==> src/rtl/fp4_twiddle_gen_pkg.sv <==
// fp4_twiddle_gen_pkg
//   Shared definitions for the FP4 (E2M1, bias 1) twiddle generator:
//   FP4 codes, the round-to-nearest magnitude thresholds, the FSM state
//   type and a helper that applies a sign bit to a magnitude.
//   No ports (package).
package fp4_twiddle_gen_pkg;

  localparam logic [3:0] FP4_ZERO     = 4'b0000;
  localparam logic [3:0] FP4_HALF     = 4'b0001;
  localparam logic [3:0] FP4_ONE      = 4'b0010;
  localparam int         FP4_SIGN_BIT = 3;

  localparam logic [2:0] MAG_ZERO = FP4_ZERO[2:0];
  localparam logic [2:0] MAG_HALF = FP4_HALF[2:0];
  localparam logic [2:0] MAG_ONE  = FP4_ONE[2:0];

  // cos(x) thresholds scaled by TW_THR_SCALE: the points where the
  // quantised magnitude moves between 1.0 / 0.5 / 0 (0.75 and 0.25).
  localparam int unsigned TW_THR_ONE   = 32'd4601;
  localparam int unsigned TW_THR_HALF  = 32'd8391;
  localparam int unsigned TW_THR_SCALE = 32'd10000;

  typedef enum logic [0:0] {
    ST_IDLE = 1'b0,
    ST_RUN  = 1'b1
  } state_t;

  // Attach a sign to a magnitude; a zero magnitude always stays +0.
  function automatic logic [3:0] fp4_signed(input logic [2:0] mag, input logic neg);
    logic [3:0] res;
    if (mag == MAG_ZERO) begin
      res = FP4_ZERO;
    end else begin
      res = {neg, mag};
    end
    return res;
  endfunction

endpackage

==> src/rtl/fp4_cos_mag.sv <==
// fp4_cos_mag
//   Combinational quantiser: returns |cos(2*pi*m/N)| rounded to the
//   nearest of {0, 0.5, 1.0} as a 3-bit E2M1 magnitude, for m in 0..N/4.
//   Ports:
//     m    in   N_LOG2-1  folded angle index (0..N/4)
//     mag  out  3         E2M1 magnitude {exp[1:0], man}
import fp4_twiddle_gen_pkg::*;

module fp4_cos_mag #(
  parameter int N_LOG2 = 3
) (
  input  logic [N_LOG2-2:0] m,
  output logic [2:0]        mag
);

  localparam int unsigned Q = 32'd1 << (N_LOG2 - 2);

  // Compare m/Q against the scaled cut points without any division.
  always_comb begin
    mag = MAG_ZERO;
    if ((32'(m) * TW_THR_SCALE) <= (TW_THR_ONE * Q)) begin
      mag = MAG_ONE;
    end else if ((32'(m) * TW_THR_SCALE) <= (TW_THR_HALF * Q)) begin
      mag = MAG_HALF;
    end else begin
      mag = MAG_ZERO;
    end
  end

endmodule

==> src/rtl/fp4_twiddle_gen.sv <==
// fp4_twiddle_gen
//   Streams stage-ordered radix-2 DIT twiddles W_N^k in FP4 E2M1 over a
//   valid/ready handshake, one full FFT per start pulse.
//   Build option: define INVERSE_EN for conjugate (IFFT) twiddles.
//   Ports:
//     clk       in   1         clock, rising edge
//     rst       in   1         synchronous active-high reset
//     start     in   1         begin one stream (ignored while running)
//     tw_ready  in   1         consumer accepts current beat
//     tw_valid  out  1         beat valid
//     tw_re     out  4         FP4 cos term
//     tw_im     out  4         FP4 -sin term (+sin with INVERSE_EN)
//     tw_stage  out  3         stage s
//     tw_bfly   out  N_LOG2-1  butterfly index j
//     tw_last   out  1         final beat of the FFT
//     busy      out  1         stream in progress
//     done      out  1         one-cycle pulse after the last beat
import fp4_twiddle_gen_pkg::*;

module fp4_twiddle_gen #(
  parameter int N_LOG2 = 3
) (
  input  logic              clk,
  input  logic              rst,
  input  logic              start,
  input  logic              tw_ready,
  output logic              tw_valid,
  output logic [3:0]        tw_re,
  output logic [3:0]        tw_im,
  output logic [2:0]        tw_stage,
  output logic [N_LOG2-2:0] tw_bfly,
  output logic              tw_last,
  output logic              busy,
  output logic              done
);

  localparam int              JW    = N_LOG2 - 1;
  localparam int unsigned     HALF  = 32'd1 << (N_LOG2 - 1);
  localparam int unsigned     Q     = 32'd1 << (N_LOG2 - 2);
  localparam logic [JW-1:0]   J_MAX = JW'(HALF - 32'd1);
  localparam logic [2:0]      S_MAX = 3'(N_LOG2 - 1);

`ifdef INVERSE_EN
  localparam logic IM_NEG = 1'b0;
`else
  localparam logic IM_NEG = 1'b1;
`endif

  state_t          state_r, state_s;
  logic [2:0]      s_r, s_s;
  logic [JW-1:0]   j_r, j_s;
  logic [JW-1:0]   k_s, cos_m_s, sin_m_s;
  logic            k_gt_q_s;
  logic [2:0]      cos_mag_s, sin_mag_s;
  logic            hs_s;
  logic            valid_s, last_s, done_s;
  logic [3:0]      re_s, im_s;

  assign hs_s = tw_valid & tw_ready;

  // FSM state and s/j counters.
  always_ff @(posedge clk) begin
    if (rst) begin
      state_r <= ST_IDLE;
      s_r     <= 3'd0;
      j_r     <= '0;
    end else begin
      state_r <= state_s;
      s_r     <= s_s;
      j_r     <= j_s;
    end
  end

  // Next state: start only matters in IDLE; the last handshake returns to IDLE.
  always_comb begin
    state_s = state_r;
    case (state_r)
      ST_IDLE: begin
        if (start) state_s = ST_RUN;
        else       state_s = ST_IDLE;
      end
      ST_RUN: begin
        if (hs_s && tw_last) state_s = ST_IDLE;
        else                 state_s = ST_RUN;
      end
      default: state_s = ST_IDLE;
    endcase
  end

  // Advance (s, j) on each handshake; wrap to (0, 0) after the last beat.
  always_comb begin
    s_s = s_r;
    j_s = j_r;
    if (state_r == ST_RUN && hs_s) begin
      if (tw_last) begin
        s_s = 3'd0;
        j_s = '0;
      end else if (j_r == J_MAX) begin
        s_s = s_r + 3'd1;
        j_s = '0;
      end else begin
        j_s = j_r + JW'(1);
      end
    end else begin
      s_s = s_r;
      j_s = j_r;
    end
  end

  // Twiddle exponent and quadrant folding for the upcoming beat.
  // k = (j & (2^s-1)) << (N_LOG2-1-s); angles past Q are mirrored about N/4.
  always_comb begin
    k_s      = JW'((32'(j_s) & ((32'd1 << s_s) - 32'd1)) << (32'(N_LOG2 - 1) - 32'(s_s)));
    k_gt_q_s = (32'(k_s) > Q);
    if (k_gt_q_s) begin
      cos_m_s = JW'(HALF - 32'(k_s));
      sin_m_s = JW'(32'(k_s) - Q);
    end else begin
      cos_m_s = k_s;
      sin_m_s = JW'(Q - 32'(k_s));
    end
  end

  fp4_cos_mag #(.N_LOG2(N_LOG2)) u_cos_mag (
    .m   (cos_m_s),
    .mag (cos_mag_s)
  );

  fp4_cos_mag #(.N_LOG2(N_LOG2)) u_sin_mag (
    .m   (sin_m_s),
    .mag (sin_mag_s)
  );

  // Output values for the next cycle; data is zeroed whenever not streaming.
  always_comb begin
    valid_s = (state_s == ST_RUN);
    last_s  = valid_s && (s_s == S_MAX) && (j_s == J_MAX);
    done_s  = (state_r == ST_RUN) && hs_s && tw_last;
    if (valid_s) begin
      re_s = fp4_signed(cos_mag_s, k_gt_q_s);
      im_s = fp4_signed(sin_mag_s, IM_NEG);
    end else begin
      re_s = FP4_ZERO;
      im_s = FP4_ZERO;
    end
  end

  // Output registers.
  always_ff @(posedge clk) begin
    if (rst) begin
      tw_valid <= 1'b0;
      tw_re    <= FP4_ZERO;
      tw_im    <= FP4_ZERO;
      tw_stage <= 3'd0;
      tw_bfly  <= '0;
      tw_last  <= 1'b0;
      busy     <= 1'b0;
      done     <= 1'b0;
    end else begin
      tw_valid <= valid_s;
      tw_re    <= re_s;
      tw_im    <= im_s;
      tw_stage <= s_s;
      tw_bfly  <= j_s;
      tw_last  <= last_s;
      busy     <= valid_s;
      done     <= done_s;
    end
  end

endmodule
==> config.mk <==
export PLATFORM = sky130hd
export DESIGN_NAME = fp4_twiddle_gen
export DESIGN_NICKNAME = d
export VERILOG_FILES = /design/src/rtl/fp4_twiddle_gen_pkg.sv /design/src/rtl/fp4_cos_mag.sv /design/src/rtl/fp4_twiddle_gen.sv
export SDC_FILE = /design/constraint.sdc
export NUM_CORES = 1
export LEC_CHECK = 0
export BUFFER_PORTS_ARGS = -buffer_cell sky130_fd_sc_hd__buf_2
export CORE_UTILIZATION = 44
export CTS_BUF_LIST = sky130_fd_sc_hd__clkbuf_8
export CTS_CLUSTER_SIZE = 14
export DETAILED_ROUTE_END_ITERATION = 7
export MAX_ROUTING_LAYER = met4
export PLACE_DENSITY_LB_ADDON = 0.05
export SETUP_SLACK_MARGIN = 0.02
export SLEW_MARGIN = 20
export SYNTH_ARGS = -nofsm -noshare
export SYNTH_HDL_FRONTEND = slang
export SYNTH_HIERARCHICAL = 1
export SYNTH_SLANG_ARGS = --single-unit
==> constraint.sdc <==
create_clock -name clk -period 2.6 [get_ports clk]
set_input_delay 0.52 -clock clk [delete_from_list [all_inputs] [get_ports clk]]
set_output_delay 0.52 -clock clk [all_outputs]
set_load 0.1 [all_outputs]
==> metrics.cfg, run 1 <==
[run_status]
outcome=complete, no violations

[placed_design]
io_buffer_count=20
dp.cells=139
gp_congestion=0.856
detailed_place_hpwl_mm=1.27

[clock_tree]
clock_tree.htree_level_count=1
cts_tree=yes
clock_insertion_delay_worst_skew_ps=250
clock_buffers_created_by_tritoncts=3
ctsHoldBuffers=0
cts-root-buf=clkbuf_8
clkSlewWorstSetupHoldPaths_ps=60
clock_path_buffers=2
cts_sink_cnt=16

[synth]
largest_area_contributor_in_the_netlist=dfxtp_1
synthesis.yosys.warnings=6
mappedNetlistNets=98
yosys-top-cells-count=16 x dfxtp_1, 9 x nor2_1, 6 x and2_1, 6 x ha_1, 4 x buf_4
synth.yosys.seq_area_share_pct=37.4
synth_area_sq_um=857
synth-edff-count=0
syn_area_per_cell_sq_um=9.74
synth_most_common_cell=dfxtp_1
ys_seq_elements=16
synthDistinctLibCells=36
synth-async-reset-ratio_pct=0
synthTopCellsByArea=dfxtp_1 37%, ha_1 8.8%, and2_1 4.4%
synth_top_area_share_pct=37.4
synth-main-ff-cell=dfxtp_1
synthesis.instances=88

[setup_path]
critical_path_required_ps=2740
start_kind=register
worst-endpoint-arrival_ps=2710
r2r_end=tw_im[3]
worst_flop_to_flop_path_startpoint=tw_stage[1]
timing.reg2reg.worst_path_depth=12
cp_max_fo=4
setup.worst_path.end_class=register
regToRegSetupSlack_ps=30
worst-setup-path-type=register to register

[routing]
wl_mm=1.74
viasPerCell=5.01
drt-pass1-iter-count=4
vias=741
wire_per_inst_um=11.7
detail-route-antenna-nets=0
drc=0
drt_iter0_markers=12

[layout]
n_fill_cell=141
area_growth_pct=42.3
antennaDiodeCount=0
multi_input_comb_area_sq_um=552
final_nets=134
stdcell_count=148
drive_above_1_share_pct=52.8
layout.area.seq_sq_um=343

[timing]
period_share_pct=98.8
final_max_slew_viol_count=0
setup_viol=0
rsz0062_at_grt=yes
largest_clock_skew_in_the_final_design_ps=2.08
max_freq_mhz=389
final_hold_violations=0
timing.final.crit_period_ps=2570
hold_slack_ps=529

[global_route]
first_global_vias=525
globalRouteTotalUtil_pct=17.3
grt_antenna_before_repair=0
grt_first_pass_wirelength_mm=2.49
grt_start_max_net_pins=12
overflow=0

[power]
vdd_ir_drop_max_mv=0.255
cellLeakagePower_nw=0.540
power_per_cell_area_nw_per_um2=472

[min_path]
worst_hold_path_type=input port to register
min_path_cells=2
min_to=tw_stage[1]
hold_startpoint=rst

[die]
initial_utilization_pct=48.1
core_footprint_sq_um=1780
chipHeight_um=46.1
row_count=15
die_footprint_sq_um=2130
die_w_um=46.1
design.portCount=21

[run]
timing.max_cap.violations=0

==> cell families (layout without fill, tap and decap cells) <==
kind of cell / Yosys count / count (layout) / share of synthesized area [%]
XOR/XNOR: 2 / 2 / 2.04
other: 2 / 2 / 0.876
adder cells (fa/ha/maj): 6 / 6 / 8.76
multiplexers: 1 / 1 / 1.61
buffers and inverters: 8 / 43 / 5.40
AO/OA/AOI/OAI: 15 / 15 / 14.5
flip-flops: 16 / 16 / 37.4
AND/OR/NAND/NOR: 38 / 38 / 29.5
==> registers in the layout (all words and copies together) (netlist names) <==
name / count
tw_im: 4
tw_re: 4
tw_stage: 3
tw_bfly: 2
busy: 1
done: 1
tw_last: 1
==> worst max-delay path, stage by stage, from the launching register on <==
cell and delay (ps):
dfxtp_4 360, ha_4 250, nand4_1 100, a21oi_2 160, a21oi_2 50, inv_1 70
ha_1 230, nor3_2 230, nand3_2 160, nor4_4 340, buf_4 180, nor2_2 40
o31a_1 280
==> worst max path at each step <==
| stage | from | slack [ps] | end | cells after the start |
|---|---|---|---|---|
| 2_1_floorplan | tw_stage[0] | -40 | tw_re[3] | 12 |
| 3_3_place_gp | tw_ready | -70 | tw_re[3] | 12 |
| 3_5_place_dp | tw_ready | -60 | tw_re[3] | 12 |
| 4_1_cts | tw_stage[1] | 80 | tw_re[3] | 12 |
| 5_1_grt | tw_bfly[0] | -130 | tw_im[3] | 12 |
| 6_report | tw_stage[1] | 30 | tw_im[3] | 12 |
==> timing repair <==
action,CTS,global route
gates resized for setup,0,4
buffers inserted,0,5
endpoints found under the setup margin,0,3
==> per-layer routing <==
layer,GRT usage (%),wire (um),vias to the layer above
met2,24.2,806,19
met1,24.0,850,339
met3,3.53,67,2
li1,-,-,381
met5,-,0,-
met4,7.06,13,0
==> where the power goes <==
part	internal [mW]	total (mW)	switching [mW]	leakage [nW]
sequential	0.247	0.253	0.00631	0.135
clock	0.134	0.221	0.0866	0.0288
combinational	0.0241	0.102	0.0779	0.377
total	0.405	0.576	0.171	0.540
==> placed cells by master, fill, tap and decap left out, types with 4 or more instances in the layout <==
master | synthesis | final
buf_2 | 1 | 20
buf_4 | 4 | 16
dfxtp_1 | 16 | 10
nor2_1 | 9 | 8
and2_1 | 6 | 6
dfxtp_4 | 0 | 6
ha_1 | 6 | 4
clkbuf_8 | 0 | 4
==> stage by stage <==
step	power, mW	util, %	setup slack, ps	setup TNS, ps	area (sq um)
floorplan	0.340	-	-44.6	-44.6	927
global placement	0.358	62.2	-73.1	-73.1	1110
detailed placement	0.359	62.2	-56.3	-56.3	1110
CTS	0.577	65.3	75.6	0	1160
global route	0.593	68.4	-133	-343	1220
finish	0.576	68.4	30.0	0	1220
==> layout make-up <==
cell class,count,area share (%)
timing repair buffer,37,19.0
clock buffer,4,4.51
multi-input combinational,64,45.2
inverter,2,0.615
tap,25,2.56
sequential,16,28.1
No activity file was read; power rests on OpenSTA's default activity.
==> run 2, diff against run 1 <==
==> constraint.sdc (replaced) <==
create_clock -name clk -period 2.75 [get_ports clk]
set_input_delay 0.55 -clock clk [delete_from_list [all_inputs] [get_ports clk]]
set_output_delay 0.55 -clock clk [all_outputs]
set_load 0.1 [all_outputs]
==> run 2 against run 1 <==
Clock skew barely moved. Sequential cell count did not move. Highest routed layer unchanged. Combinational power fell by 8%. Routed wire length fell by 4.4%. Fmax fell by 0.24%. Sequential share of layout area increased by 0.83 points. Final cell count fell by 4.7%. Die area stayed put. Clock power down 6%. Worst setup slack better by 140 ps. Global-route usage rose by 1.6 points. Total power decreased by 6.2%.
==> metrics.cfg, run 2 (synthesized netlist as in run 1, its figures left out) <==
[die]
row_count=15
die_footprint_sq_um=2130
chipHeight_um=46.1
core_footprint_sq_um=1780
die_w_um=46.1
initial_utilization_pct=48.1
design.portCount=21

[timing]
hold_slack_ps=555
setup_tns_ps=0
max_freq_mhz=388
final_max_slew_viol_count=0
rsz0062_at_grt=no
timing.final.crit_period_ps=2580
worst_pin_slew_ps=659
final_hold_violations=0
largest_clock_skew_in_the_final_design_ps=1.91
setup_viol=0
timing.slew.headroom_pct=56.1
period_share_pct=93.7

[routing]
wl_mm=1.66
drt-pass1-iter-count=4
wire_per_inst_um=11.8
drc=0
vias=718
viasPerCell=5.09
detail-route-antenna-nets=0
drt_iter0_markers=5

[global_route]
grt_antenna_before_repair=0
globalRouteTotalUtil_pct=18.9
grt_start_max_net_pins=12
grt_first_pass_wirelength_mm=2.75
overflow=0
first_global_vias=619

[clock_tree]
ctsHoldBuffers=0
clock_tree.htree_level_count=1
clkSlewWorstSetupHoldPaths_ps=60
cts_tree=yes
cts-root-buf=clkbuf_8
clock_path_buffers=2
clock_insertion_delay_worst_skew_ps=250
cts_sink_cnt=16
clock_buffers_created_by_tritoncts=3

[layout]
drive_above_1_share_pct=50.9
antennaDiodeCount=0
layout_commonest_cell=buf_2
post-route-util_pct=66.5
reg.largest.list=tw_im x4, tw_re x4, tw_stage x3
area_growth_pct=38.2
stdcell_count=141
final_nets=127
most_used_cells_in_the_layout_excluding_fill_and_tap_cells=20 x buf_2, 10 x dfxtp_1, 10 x buf_4
n_fill_cell=144

[placed_design]
dp.cells=134
io_buffer_count=20
detailed_place_hpwl_mm=1.21
gp_congestion=0.754

[setup_path]
critical_path_required_ps=2870
worst-endpoint-arrival_ps=2700
crit_buf_inv=1
worst_path_most_repeated_cell=a21oi_2
timing.critical_path.max_delay_family=simple AND/OR/NAND/NOR gates
worstPathCellList=ha_1 > nand4_1 > a21oi_2 > a21oi_2 > inv_2 > ha_4 > nor3_4 > nand3_4 > nor4_4 > nor2_1 > o311ai_2 > nor4_2
crit_path_top_delay_cell=dfxtp_4
worst-setup-path-type=register to register
start_kind=register
crit_path_max_incr_delay_ps=380
setup.worst_path.end_class=register
cp_max_fo=9

[power]
power_per_cell_area_nw_per_um2=456
cellLeakagePower_nw=0.509
vdd_ir_drop_max_mv=0.381

[run_status]
outcome=complete, no violations

[min_path]
worst_hold_path_type=input port to register

[run]
timing.max_cap.violations=0

run 2: cell count changes in the layout (fill, tap and decap cells not counted):
cell and delta:
nor3_2 -1, a211oi_2 -1, inv_2 +1, buf_6 -1, buf_4 -6, nor3_4 +1
nand3_2 -1, inv_1 -1, nand3_4 +1, a211oi_4 +1
run 2: final timing paths:
| path | slack, ps | to | depth (start not counted) | start |
|---|---|---|---|---|
| max | 170 | tw_re[3] | 12 | tw_stage[0] |
| min | 560 | tw_bfly[1] | 2 | rst |
| max reg2reg | 170 | tw_re[3] | 12 | tw_stage[0] |
| min reg2reg | 570 | done | 1 | tw_last |
run 2: area by class of cell:
class	instances	area (sq um)	area share [%]
Tap cell	25	31.3	2.64
Timing Repair Buffer	30	175	14.8
Multi-Input combinational cell	64	573	48.4
Inverter	2	7.51	0.634
Clock buffer	4	55.1	4.65
Sequential cell	16	343	28.9
run 2: repair_timing:
item / 4_1_cts / 5_1_grt
buffers inserted: 0 / 3
endpoints found under the setup margin: 0 / 2
gates resized for setup: 0 / 8
run 2: routing by layer:
| layer | vias to the layer above | share of wire, % | track usage (%) |
|---|---|---|---|
| met4 | 0 | 1.6 | 8.82 |
| met5 | - | 0 | - |
| met3 | 2 | 3.5 | 2.35 |
| met1 | 324 | 48 | 25.6 |
| met2 | 22 | 47 | 27.6 |
| li1 | 370 | - | - |
run 2: stage by stage:
step / total power [mW] / area [sq um] / worst slack (ps)
6_report: 0.540 / 1180 / 174
5_1_grt: 0.563 / 1180 / 0.0830
4_1_cts: 0.545 / 1110 / 122
3_5_place_dp: 0.335 / 1060 / 36.2
3_3_place_gp: 0.335 / 1060 / 31.4
2_1_floorplan: 0.322 / 915 / 32.0
run 2: power by group:
group	switching, mW	internal [mW]
logic	0.0738	0.0202
registers	0.00572	0.234
clock network	0.0799	0.127
run 2: worst reg2reg max path: stages, from the launching register on:
cell	delay, ps
dfxtp_4	380
ha_1	290
nand4_1	120
a21oi_2	80
a21oi_2	140
inv_2	70
ha_4	220
nor3_4	230
nand3_4	130
nor4_4	320
nor2_1	120
o311ai_2	310
nor4_2	60
==> run 3, diff against run 2 <==
--- a/config.mk
+++ b/config.mk
@@ -5,13 +5,13 @@
 export SDC_FILE = /design/constraint.sdc
 export NUM_CORES = 1
 export LEC_CHECK = 0
-export BUFFER_PORTS_ARGS = -buffer_cell sky130_fd_sc_hd__buf_2
+export BUFFER_PORTS_ARGS = -buffer_cell sky130_fd_sc_hd__buf_4
 export CORE_UTILIZATION = 44
 export CTS_BUF_LIST = sky130_fd_sc_hd__clkbuf_8
 export CTS_CLUSTER_SIZE = 14
 export DETAILED_ROUTE_END_ITERATION = 7
 export MAX_ROUTING_LAYER = met4
-export PLACE_DENSITY_LB_ADDON = 0.05
+export PLACE_DENSITY_LB_ADDON = 0.25
 export SETUP_SLACK_MARGIN = 0.02
 export SLEW_MARGIN = 20
 export SYNTH_ARGS = -nofsm -noshare
==> run 3 against run 2 <==
The run now ends with setup timing left. Global-route usage increased by 2.1 points. Sequential share of layout area decreased by 2.6 points. First-iteration DRC count rose to 6.8 times the previous value. Via count increased by 15%. Clock power barely moved. Final cell count up 6.4%. Hold slack worse by 48 ps. Critical path type unchanged. Largest cell class unchanged.
==> metrics.cfg, run 3 (synthesized netlist as in run 1, its figures left out) <==
[timing]
final_hold_violations=0
period_share_pct=100
timing.slew.headroom_pct=61.7
setup_viol=1
layout_setup_ws_ps=-6.01
final_max_slew_viol_count=0
hold_slack_ps=507
setup_tns_ps=-6.01
max_freq_mhz=363
timing.final.crit_period_ps=2760
worst_pin_slew_ps=575
largest_clock_skew_in_the_final_design_ps=3.33

[setup_path]
crit_buf_inv=2
cp_max_fo=5
worst-endpoint-arrival_ps=2890
start_kind=register
worstPathCellList=ha_1 > nand4_1 > a21oi_2 > a21oi_2 > inv_2 > ha_4 > nor3_4 > nand3_2 > nor4_4 > buf_4 > nor2_2 > o311ai_2 > nor4_2
regToRegSetupSlack_ps=-6
worst_path_most_repeated_cell=a21oi_2
crit_path_max_incr_delay_ps=360
setup.worst_path.end_class=register
timing.critical_path.max_delay_family=simple AND/OR/NAND/NOR gates
timing.reg2reg.worst_path_depth=13
worst_flop_to_flop_path_startpoint=tw_stage[1]
crit_path_top_delay_cell=dfxtp_4
worst-setup-path-type=register to register
r2r_end=tw_re[3]
critical_path_required_ps=2880

[placed_design]
dp.cells=133
detailed_place_hpwl_mm=1.31
gp_congestion=0.862
io_buffer_count=20
post-place-ws_ps=-48.0

[run_status]
failing_checks=setup timing
outcome=finished, violations left

[clock_tree]
cts_sink_cnt=16
clock_path_buffers=2
clkSlewWorstSetupHoldPaths_ps=70
cts_tree=yes
cts-root-buf=clkbuf_8
clock_insertion_delay_worst_skew_ps=250
clock_tree.htree_level_count=1
clock_buffers_created_by_tritoncts=3

[run]
timing.max_cap.violations=0

[layout]
stdcell_count=150
most_used_cells_in_the_layout_excluding_fill_and_tap_cells=38 x buf_4, 10 x dfxtp_1, 7 x nor2_1
reg.largest.list=tw_im x4, tw_re x4, tw_stage x3
area_growth_pct=52.0
n_fill_cell=133
antennaDiodeCount=0
drive_above_1_share_pct=56.8
final_nets=136
layout_commonest_cell=buf_4

[global_route]
overflow=0
gr-usage-met2_pct=32.7
grt_util_met3_pct=2.35
globalRouteTotalUtil_pct=21.0
met1_usage_pct=27.3
first_global_vias=679
grt_first_pass_wirelength_mm=3.06
grt_antenna_before_repair=0
gr-max-usage-layer=met2
grt_start_max_net_pins=12

[routing]
drt_iter0_markers=34
vias=827
drc=0
drt-pass1-iter-count=4
wl_mm=2.42
wire_per_inst_um=16.1
viasPerCell=5.51
detail-route-antenna-nets=0

[die]
initial_utilization_pct=48.1
chipHeight_um=46.1
die_footprint_sq_um=2130
design.portCount=21
die_w_um=46.1
row_count=15
core_footprint_sq_um=1780

[power]
power_per_cell_area_nw_per_um2=425
cellLeakagePower_nw=0.559
vdd_ir_drop_max_mv=0.250
post-layout-total-power_uw=554

[min_path]
worst_hold_path_type=input port to register
hold_startpoint=rst
min_to=tw_stage[0]
min_path_cells=2

-- run 3: timing repair --
action / 4_1_cts / 5_1_grt
endpoints found under the setup margin: 0 / 2
gates resized for setup: 0 / 11
hold buffers: 0 / 0
setup buffers: 0 / 13
-- run 3: worst register-to-register path, cell delays in order (launching register included) --
cell	delay (ps)
dfxtp_4	360
ha_1	280
nand4_1	150
a21oi_2	210
a21oi_2	60
inv_2	90
ha_4	210
nor3_4	220
nand3_2	160
nor4_4	310
buf_4	170
nor2_2	50
o311ai_2	280
nor4_2	90
-- run 3: layer usage --
metal / up-vias / wire (um)
li1: 382 / -
met1: 383 / 1010
met2: 54 / 1160
met3: 8 / 203
met4: 0 / 46
met5: - / 0
-- run 3: report_power, final --
part,switching (mW),internal (mW)
registers,0.00689,0.234
clock network,0.0829,0.127
logic,0.0764,0.0273
total,0.166,0.388
-- run 3: layout make-up --
cell class | instances | area (sq um) | share of cell area [%]
Clock buffer | 4 | 55.1 | 4.23
Inverter | 2 | 7.51 | 0.576
Tap cell | 25 | 31.3 | 2.40
Timing Repair Buffer | 39 | 297 | 22.8
Sequential cell | 16 | 343 | 26.3
Multi-Input combinational cell | 64 | 569 | 43.7
-- run 3: worst max path at each step --
stage,to,cells after the start,slack (ps),startpoint
after floorplan,tw_re[3],12,30,tw_stage[0]
after global placement,tw_re[3],12,20,tw_ready
after detailed placement,tw_re[3],12,-50,tw_ready
after CTS,tw_re[3],12,100,tw_bfly[0]
after global routing,tw_re[3],13,-120,tw_stage[1]
final,tw_re[3],13,-6,tw_stage[1]
-- run 3: metrics by stage --
stage	cell area, sq um	utilization, %
2_1_floorplan	915	-
3_3_place_gp	1100	61.8
3_5_place_dp	1100	61.8
4_1_cts	1160	64.9
5_1_grt	1300	73.1
6_report	1300	73.1
